===== src/rtl/hazard_ctrl.sv =====
// Hazard controller for the 5-stage RV32I pipeline: stall/flush sequencing for load-use
// and LSU wait states, EX-stage forwarding selects and saturating stall/flush counters.
module hazard_ctrl #(
  parameter int         LOAD_STALL_CYC = 1,
  parameter logic [1:0] WB_SEL_LOAD    = 2'b01,
  parameter int         CNT_W          = 32
) (
  input  logic             i_clk,
  input  logic             i_rst_n,
  input  logic [4:0]       rs1D,
  input  logic [4:0]       rs2D,
  input  logic [4:0]       rs1E,
  input  logic [4:0]       rs2E,
  input  logic [4:0]       rdE,
  input  logic             rd_wrenE,
  input  logic [1:0]       wb_selE,
  input  logic             insn_vldE,
  input  logic             pc_selE,
  input  logic [4:0]       rdM,
  input  logic             rd_wrenM,
  input  logic [4:0]       rdW,
  input  logic             rd_wrenW,
  input  logic             i_mem_busy,
  input  logic             i_cnt_clr,
  output logic             stallF,
  output logic             stallD,
  output logic             flushD,
  output logic             stallE,
  output logic             flushE,
  output logic             stallM,
  output logic [1:0]       fwd_aE,
  output logic [1:0]       fwd_bE,
  output logic [CNT_W-1:0] o_stall_cnt,
  output logic [CNT_W-1:0] o_flush_cnt
);

  localparam int BW = (LOAD_STALL_CYC > 1) ? $clog2(LOAD_STALL_CYC) + 1 : 1;

  typedef enum logic [1:0] {
    RUN      = 2'd0,
    LD_STALL = 2'd1,
    MEM_WAIT = 2'd2
  } state_e;

  state_e           state_q, state_d;
  logic [BW-1:0]    bub_q, bub_d;
  logic [CNT_W-1:0] stall_cnt_q, flush_cnt_q;
  logic             flush_inc;
  logic             load_use, redirect;

  assign load_use = rd_wrenE & (wb_selE == WB_SEL_LOAD) & (rdE != 5'd0) &
                    ((rdE == rs1D) | (rdE == rs2D));
  assign redirect = pc_selE & insn_vldE;

  always_comb begin
    stallF    = 1'b0;
    stallD    = 1'b0;
    flushD    = 1'b0;
    stallE    = 1'b0;
    flushE    = 1'b0;
    stallM    = 1'b0;
    flush_inc = 1'b0;
    state_d   = state_q;
    bub_d     = bub_q;
    if (!i_rst_n) begin
      flushD = 1'b1;
      flushE = 1'b1;
    end else if (state_q == LD_STALL && !i_mem_busy) begin
      stallF = 1'b1;
      stallD = 1'b1;
      flushE = 1'b1;
      bub_d  = bub_q - BW'(1);
      if (bub_q == BW'(1)) state_d = RUN;
    end else if (i_mem_busy) begin
      // Busy LSU wins in every state; leftover load bubbles are dropped.
      stallF  = 1'b1;
      stallD  = 1'b1;
      stallE  = 1'b1;
      stallM  = 1'b1;
      bub_d   = '0;
      state_d = MEM_WAIT;
    end else if (redirect) begin
      flushD    = 1'b1;
      flushE    = 1'b1;
      flush_inc = 1'b1;
      state_d   = RUN;
    end else if (load_use) begin
      stallF = 1'b1;
      stallD = 1'b1;
      flushE = 1'b1;
      if (LOAD_STALL_CYC == 1) begin
        state_d = RUN;
      end else begin
        state_d = LD_STALL;
        bub_d   = BW'(LOAD_STALL_CYC - 1);
      end
    end else begin
      state_d = RUN;
    end
  end

  // MEM has priority over WB; x0 is never forwarded.
  always_comb begin
    fwd_aE = 2'b00;
    fwd_bE = 2'b00;
    if (i_rst_n) begin
      if (rd_wrenM && rdM != 5'd0 && rdM == rs1E)      fwd_aE = 2'b10;
      else if (rd_wrenW && rdW != 5'd0 && rdW == rs1E) fwd_aE = 2'b01;
      if (rd_wrenM && rdM != 5'd0 && rdM == rs2E)      fwd_bE = 2'b10;
      else if (rd_wrenW && rdW != 5'd0 && rdW == rs2E) fwd_bE = 2'b01;
    end
  end

  always_ff @(posedge i_clk) begin
    if (!i_rst_n) begin
      state_q     <= RUN;
      bub_q       <= '0;
      stall_cnt_q <= '0;
      flush_cnt_q <= '0;
    end else begin
      state_q <= state_d;
      bub_q   <= bub_d;
      if (i_cnt_clr) begin
        stall_cnt_q <= '0;
        flush_cnt_q <= '0;
      end else begin
        if (stallF && stall_cnt_q != '1)    stall_cnt_q <= stall_cnt_q + CNT_W'(1);
        if (flush_inc && flush_cnt_q != '1) flush_cnt_q <= flush_cnt_q + CNT_W'(1);
      end
    end
  end

  assign o_stall_cnt = stall_cnt_q;
  assign o_flush_cnt = flush_cnt_q;

endmodule


===== config.mk =====
export PLATFORM = sky130hd
export DESIGN_NAME = hazard_ctrl
export DESIGN_NICKNAME = d
export VERILOG_FILES = /design/src/rtl/hazard_ctrl.sv
export SDC_FILE = /design/constraint.sdc
export NUM_CORES = 1
export LEC_CHECK = 0
export ABC_CLOCK_PERIOD_IN_PS = 2100
export BUFFER_PORTS_ARGS = -buffer_cell sky130_fd_sc_hd__buf_2
export CAP_MARGIN = 10
export CORE_MARGIN = 8
export CORE_UTILIZATION = 46
export DETAILED_ROUTE_END_ITERATION = 10
export PLACE_DENSITY = 0.77
export SETUP_SLACK_MARGIN = 0.3
export SLEW_MARGIN = 0
export SYNTH_ARGS = -nofsm -noshare
export SYNTH_HDL_FRONTEND = slang
export SYNTH_SLANG_ARGS = --single-unit

===== constraint.sdc =====
create_clock -name i_clk -period 2.1 [get_ports i_clk]
set_input_delay 0.105 -clock i_clk [delete_from_list [all_inputs] [get_ports i_clk]]
set_output_delay 0.105 -clock i_clk [all_outputs]
set_load 0.05 [all_outputs]

==> results of run 1 <==
-- worst max-delay path, cell delays in order (launching register included) --
cell      delay, ns
dfxtp_4        0.37
nand4_4        0.12
or4_4          0.55
buf_6          0.15
nor3_4         0.23
nor4b_2        0.11
buf_4          0.22
a211oi_2       0.24
a31o_2         0.13
-- cells by family (layout without fill, tap and decap cells) --
kind of cell,count (synthesis),count (layout)
adders and majority gates,2,2
xor gates and xnor gates,60,60
muxes,3,3
DFF,64,64
AOI/OAI and AO/OA,73,73
and+or+nand+nor,218,218
buffers and inverters,22,236
-- layout by cell type, fill, tap and decap left out, types with 4 or more instances in the layout --
cell type  Yosys  layout
o21ai_0       18      15
nor3_1        12       7
o21ai_1        1       4
or3_4          0       4
nand3_2        0       7
nor4_1        12       4
a21oi_2        0      11
nand3_1       22       7
and3_1        13       8
nand4_1       24      24
nand2_1       30      25
nor2_1        45      43
and3_4         0       5
and2_1         8       7
dfxtp_4        0      42
a31oi_4        0       4
nor4_4         0       8
buf_2          1     117
clkbuf_8       0       9
or4_1         13       8
dfxtp_2        0      15
nand3_4        0       8
buf_6          0      17
nor3_4         0       4
buf_4          2      76
or4_4          2       7
dfxtp_1       64       7
a21oi_1       24      13
or3_1         16      12
o31ai_2        0       4
xnor2_1       18      15
xor2_1        42      40
-- routing by layer --
layer | track usage (%) | up-vias | routed length (µm)
li1 | - | 2052 | -
met1 | 25.61 | 2202 | 5697
met2 | 42.44 | 246 | 8014
met3 | 5.467 | 61 | 1178
met4 | 10.40 | 0 | 586
met5 | 0 | - | 0
-- what timing repair did --
item                       4_1_cts  5_1_grt
cloned                           0        1
pin swaps                       57       55
setup buffers                   32       19
gates resized for setup         47       65
setup endpoints to repair       48       60
-- stage by stage --
step,util [%],setup WS [ns],hold WS (ns),instance area [µm²],cells
2_1_floorplan,-,-0.1987,0.3435,4069,442
3_3_place_gp,65.40,-0.04257,0.4759,5027,690
3_5_place_dp,65.40,-0.1081,0.4929,5027,690
4_1_cts,74.97,-0.06515,0.2224,5763,738
5_1_grt,80.92,-0.1375,0.2796,6221,758
6_report,80.92,-0.07775,0.2330,6221,758
-- flip-flops by register name, summed over array words and instances, names as in the netlist --
name,flops
o_stall_cnt,32
o_flush_cnt,32
-- worst paths after layout --
check	startpoint	endpoint	depth (start not counted)
worst max-delay path	o_stall_cnt[7]	o_stall_cnt[11]	8
worst min-delay path	i_cnt_clr	o_stall_cnt[7]	4
worst max register to register	o_stall_cnt[7]	o_stall_cnt[11]	8
worst min register to register	o_stall_cnt[27]	o_stall_cnt[27]	2
-- area by class of cell --
| type | instances | area [µm²] |
|---|---|---|
| clock buffers | 12 | 177.7 |
| clock inverters | 4 | 46.29 |
| fillers | 482 | 1466 |
| inverters | 5 | 22.52 |
| multi-input cells | 356 | 2947 |
| flip-flops and latches | 64 | 1458 |
| well taps | 102 | 127.6 |
| repair buffers | 215 | 1443 |
-- power groups by stage --
stage	Clock [µW]	Combinational [µW]	Sequential [µW]
2_1_floorplan	0	141	1200
3_3_place_gp	0	241	1190
3_5_place_dp	0	249	1190
4_1_cts	1210	262	1160
5_1_grt	1280	305	1160
6_report	1220	286	1160
==> metrics.txt, run 1 <==
outcome=finished with violations; failing checks=setup timing; H-tree lvl count=3; most common library cells after synthesis=dfxtp_1 (64), nor2_1 (45), xor2_1 (42); Crit. End Element=flip-flop; Worst slew margin=24.59%; Pwr Density=429.4 mW/mm²; Synth cell types=47; syn nets=490; Pwr Total=2671 µW; Synth Area in XOR/XNOR=14.53%; CTS tree=built; drt wl/cell=20.42 µm; Die Y=104.7 µm; largest net degree at the start of global routing=38; post-synth top area cell=dfxtp_1; ANT cells=0; starting density of the core=47.05%; RSZ-0062 raised after global routing=true; Rows=32; Iter 0 DRT Violations=250; Comb power frac=10.7%; Setup Skew=0.01269 ns; Synth top area share=35.42%; Worst EP arrival=2.47 ns; clock power share=45.9%; Synth Flop Type=dfxtp_1; Slew @ Worst Pin=1.124 ns; post-DP HPWL=8831 µm; port bufs=119; main combinational cell family by area after synthesis=simple AND/OR/NAND/NOR gates; Post-synth EDFFs=0; final wirelength=15480 µm; Clock Tree Buf Depth=2; vias per std cell=6.017; # DRC=0; Final Critical Period=2.178 ns; fraction of layout cells with a size suffix above 1=59.60%; Max Cap Viol=0; die width=104.7 µm; Fin. Hold Viols=0; Sw Ratio=26.76%; Root Buffer=clkbuf_8; sequential power share=43.4%; WS Path Type=reg -> reg; syn_area_per_cell=8.184 µm²; Compound-Gate Fraction of Synth Area=12.38%; total iterations of the first detailed-routing run=5; CTS Hold Bufs=0; Core Box Area=0.007687 mm²; Nets=699; r2r setup slk=-0.08 ns; PnR worst setup slack=-0.07775 ns; gr usage total=23.49%; P_leak=0.002502 µW; vias in the first global route=4419; clock sinks=64; Tcrit/Tclk final=103.7%; Max Transition Viols Final=0; Worst-path clk slew=0.08 ns; GPL Wtd Cong=0.8832; post-synthesis sequential area ratio=35.42%; Final ANT Viol Nets=0; Worst-Skew Late Latency=0.35 ns; Pint=1956 µW; Syn Inst Count=442; setup_tns=-0.7368 ns; synthesized area=0.003617 mm²; I/O pin cnt=120; Yosys reg bits=64; DIE AREA=0.01096 mm²; Remaining Overflow, GRT=0; CP startpoint kind=flip-flop; Final setup viols=19; data required time of the critical path=2.39 ns; global-route wire length before repair=21520 µm; Syn. warnings=0; Hold/Removal Path Class=in -> reg; worst-path fanout max=5; synth top area cells=dfxtp_1 (35%), xor2_1 (10%), nor2_1 (4.7%); vias=4561; VDD IR-drop max=0.4200 mV; Synth Area in Adders=0.6918%; NetSw=714.8 µW; simple-gate share of the synthesized area=33.62%; FFs w/ async S/R, synth=0%; mux cell area share after synthesis=0.8302%; initial antenna violation count=0; CTS buffer count=9; layout overhead on the synthesized area=71.98%; f_max=459.2 MHz; most frequent cell after synthesis=dfxtp_1
Note: power is estimated with default switching activity, not from simulation.
==> run 2: changes to the inputs <==
Settings changed: ABC_AREA set to 1, CORE_UTILIZATION 46 to 49.
==> metrics.txt, run 2 <==
CTS Hold Bufs=0 (unchanged); Critical-path top delay cell=dfxtp_4; worst-path fanout max=6 (+1); I/O pin cnt=120 (unchanged); Slew @ Worst Pin=0.4981 ns (-0.6256 ns); Setup Skew=0.01106 ns (-0.001631 ns); metal2 WL=7325 µm (-8.6%); ANT cells=0 (unchanged); drt wl/cell=14.02 µm (-31%); Fin. Hold Viols=0 (unchanged); fraction of layout cells with a size suffix above 1=32.60% (-27 points); multi-input logic area=0.003338 mm² (+13%); initial antenna violation count=0 (unchanged); total iterations of the first detailed-routing run=5 (unchanged); r2r setup slk=0.33 ns (+0.41 ns); Syn Inst Count=787 (+78%); vias=5509 (+21%); Final ANT Viol Nets=0 (unchanged); CTS tree=built; Storage cell area=0.001346 mm² (-7.6%); vias per std cell=5.262 (-13%); CTS buffer count=9 (unchanged); dpl cells=1024 (+48%); Pwr Total=2591 µW (-3.0%); Remaining Overflow, GRT=0 (unchanged); WS Path Type=reg -> reg; largest net degree at the start of global routing=52 (+37%); Non-Filler Instances=1047 (+38%); VDD IR-drop max=0.3216 mV (-23%); Max Cap Viol=0 (unchanged); outcome=complete, no violations; Nets=957 (+37%); Worst slew margin=66.68% (+42 points); Worst-Skew Late Latency=0.35 ns (about the same); final wirelength=14680 µm (-5.2%); FFs w/ async S/R, synth=0% (unchanged); GPL Wtd Cong=0.9301 (+5.3%); Yosys reg bits=64 (unchanged); Final setup viols=0 (-19); Iter 0 DRT Violations=342 (+37%); Synth top area share=26.01% (-9.4 points); critical-path cell list=ha_4 > inv_2 > nor2_4 > nand2_4 > nor2_4 > nand3_4 > nand3_2 > nand2_2 > a21oi_2; Core Box Area=0.009774 mm² (+27%); vias in the first global route=5162 (+17%); synth top area cells=dfxtp_1 (26%), nand2_1 (19%), nor2_1 (8.3%); Synth cell types=41 (-13%); gr usage total=21.83% (-1.7 points); fillcell total=952 (+98%); Crit. End Element=flip-flop; Clock Tree Buf Depth=2 (unchanged); highest routed metal layer=met4; f_max=566.2 MHz (+23%); die width=116.3 µm (+11%); routed length on met1=6082 µm (+6.8%); Max Transition Viols Final=0 (unchanged); # DRC=0 (unchanged); Worst EP arrival=2.05 ns (-0.42 ns); crit path buf inv count=1 (-1); layout overhead on the synthesized area=23.24%; Pwr Density=426.8 mW/mm² (-0.59%); NetSw=700.0 µW (-2.1%); H-tree lvl count=3 (unchanged); starting density of the core=50.40% (+3.3 points); CP startpoint kind=flip-flop; port bufs=119 (unchanged); post-synth top area cell=dfxtp_1; CP delay by family, top=simple AND/OR/NAND/NOR gates; setup_tns=0 ns (+0.7368 ns); clock power share=41.5% (-4.4 points); syn_area_per_cell=6.259 µm² (-24%); P_leak=0.002423 µW (-3.1%); Pint=1891 µW (-3.3%); Root Buffer=clkbuf_8; Die Y=116.3 µm (+11%); Comb power frac=11.8% (+1.1 points); post-synthesis sequential area ratio=26.01% (-9.4 points); Tcrit/Tclk final=84.10% (-20 points); Worst path max stage delay=0.37 ns (-0.18 ns); most frequent CP cell=nor2_4; Post-synth EDFFs=0 (unchanged); post-DP HPWL=11010 µm (+25%); DR WL met3=953 µm (-19%); Rows=36 (+13%); sequential power share=46.8% (+3.4 points); Hold/Removal Path Class=in -> reg; global-route wire length before repair=23900 µm (+11%); Worst-path clk slew=0.08 ns (about the same); syn nets=835 (+70%); Sw Ratio=27.01% (+0.25 points); most frequent cells in the layout=nand2_1 (251), buf_2 (119), nor2_1 (106), inv_1 (62), dfxtp_2 (40); Final Critical Period=1.766 ns (-0.4116 ns); RSZ-0062 raised after global routing=true; DIE AREA=0.01352 mm² (+23%); Synth Flop Type=dfxtp_1; most frequent cell after synthesis=nand2_1; clock sinks=64 (unchanged); most common library cells after synthesis=nand2_1 (253), nor2_1 (109), dfxtp_1 (64), inv_1 (64), nand4_1 (38); synthesized area=0.004926 mm² (+36%); data required time of the critical path=2.38 ns (about the same); Syn. warnings=0 (unchanged); commonest non-fill, non-tap cell in the layout=nand2_1
[run 2: cell types whose count changed after synthesis, sizes merged, moves of 15 or more]
| cell | delta |
|---|---|
| nand2 | +253 |
| or4 | -15 |
| inv | +69 |
| a21oi | +24 |
| nor2 | +75 |
| or3 | -16 |
[run 2: power groups by stage]
| stage | combinational (µW) | sequential (µW) | clock, µW |
|---|---|---|---|
| floorplan | 185 | 1250 | 0 |
| global placement | 288 | 1240 | 0 |
| detailed placement | 292 | 1240 | 0 |
| CTS | 300 | 1210 | 1110 |
| global route | 333 | 1210 | 1160 |
| finish | 305 | 1210 | 1070 |
[run 2: repair_timing]
action | CTS | global route
gates cloned | 4 | 0
buffers inserted | 0 | 3
endpoints found under the hold margin | 0 | 0
gates resized for setup | 3 | 23
endpoints found under the setup margin | 31 | 63
pin swaps | 2 | 7
[run 2: layout make-up]
class                           count  share of cell area (%)
Multi-Input combinational cell    626                   54.99
Timing Repair Buffer              132                   12.02
Clock inverter                      5                  0.9275
Clock buffer                       11                   2.329
Tap cell                          133                   2.741
Sequential cell                    64                   22.18
Inverter                           76                   4.823
[run 2: final timing paths]
kind,start,cells after the start,endpoint
setup / recovery,o_stall_cnt[1],9,o_stall_cnt[31]
hold reg to reg,o_stall_cnt[6],2,o_stall_cnt[6]
hold / removal,i_cnt_clr,5,o_flush_cnt[18]
setup reg to reg,o_stall_cnt[1],9,o_stall_cnt[31]
[run 2: stage by stage]
step                      worst slack (ns)  util (%)  instance area [µm²]  hold WS, ns
final                               0.3339     62.11                 6071       0.2334
after detailed placement            0.1502     58.44                 5712       0.4805
after CTS                           0.3031     61.00                 5962       0.2158
after floorplan                     0.3053         -                 5001       0.3040
after global placement              0.1931     58.44                 5712       0.4778
after global routing                0.2854     62.11                 6071       0.2459
[run 2: cell families after synthesis]
group | share of synthesized area (%)
fa+ha+maj | 0.5079
compound gates | 9.195
buf+inv | 8.864
flops | 26.01
xor+xnor | 8.179
simple gates | 47.24
[run 2: worst min-delay path: cells and delay by family]
family,cells,cell delay [ns]
buffers and inverters,2,0.28
and+or+nand+nor,3,0.16
[run 2: routing by layer]
layer	global-route usage, %	vias to the layer above
met2	39.18	183
met5	0	-
met1	25.00	2533
met3	4.757	26
met4	7.347	0
li1	-	2767
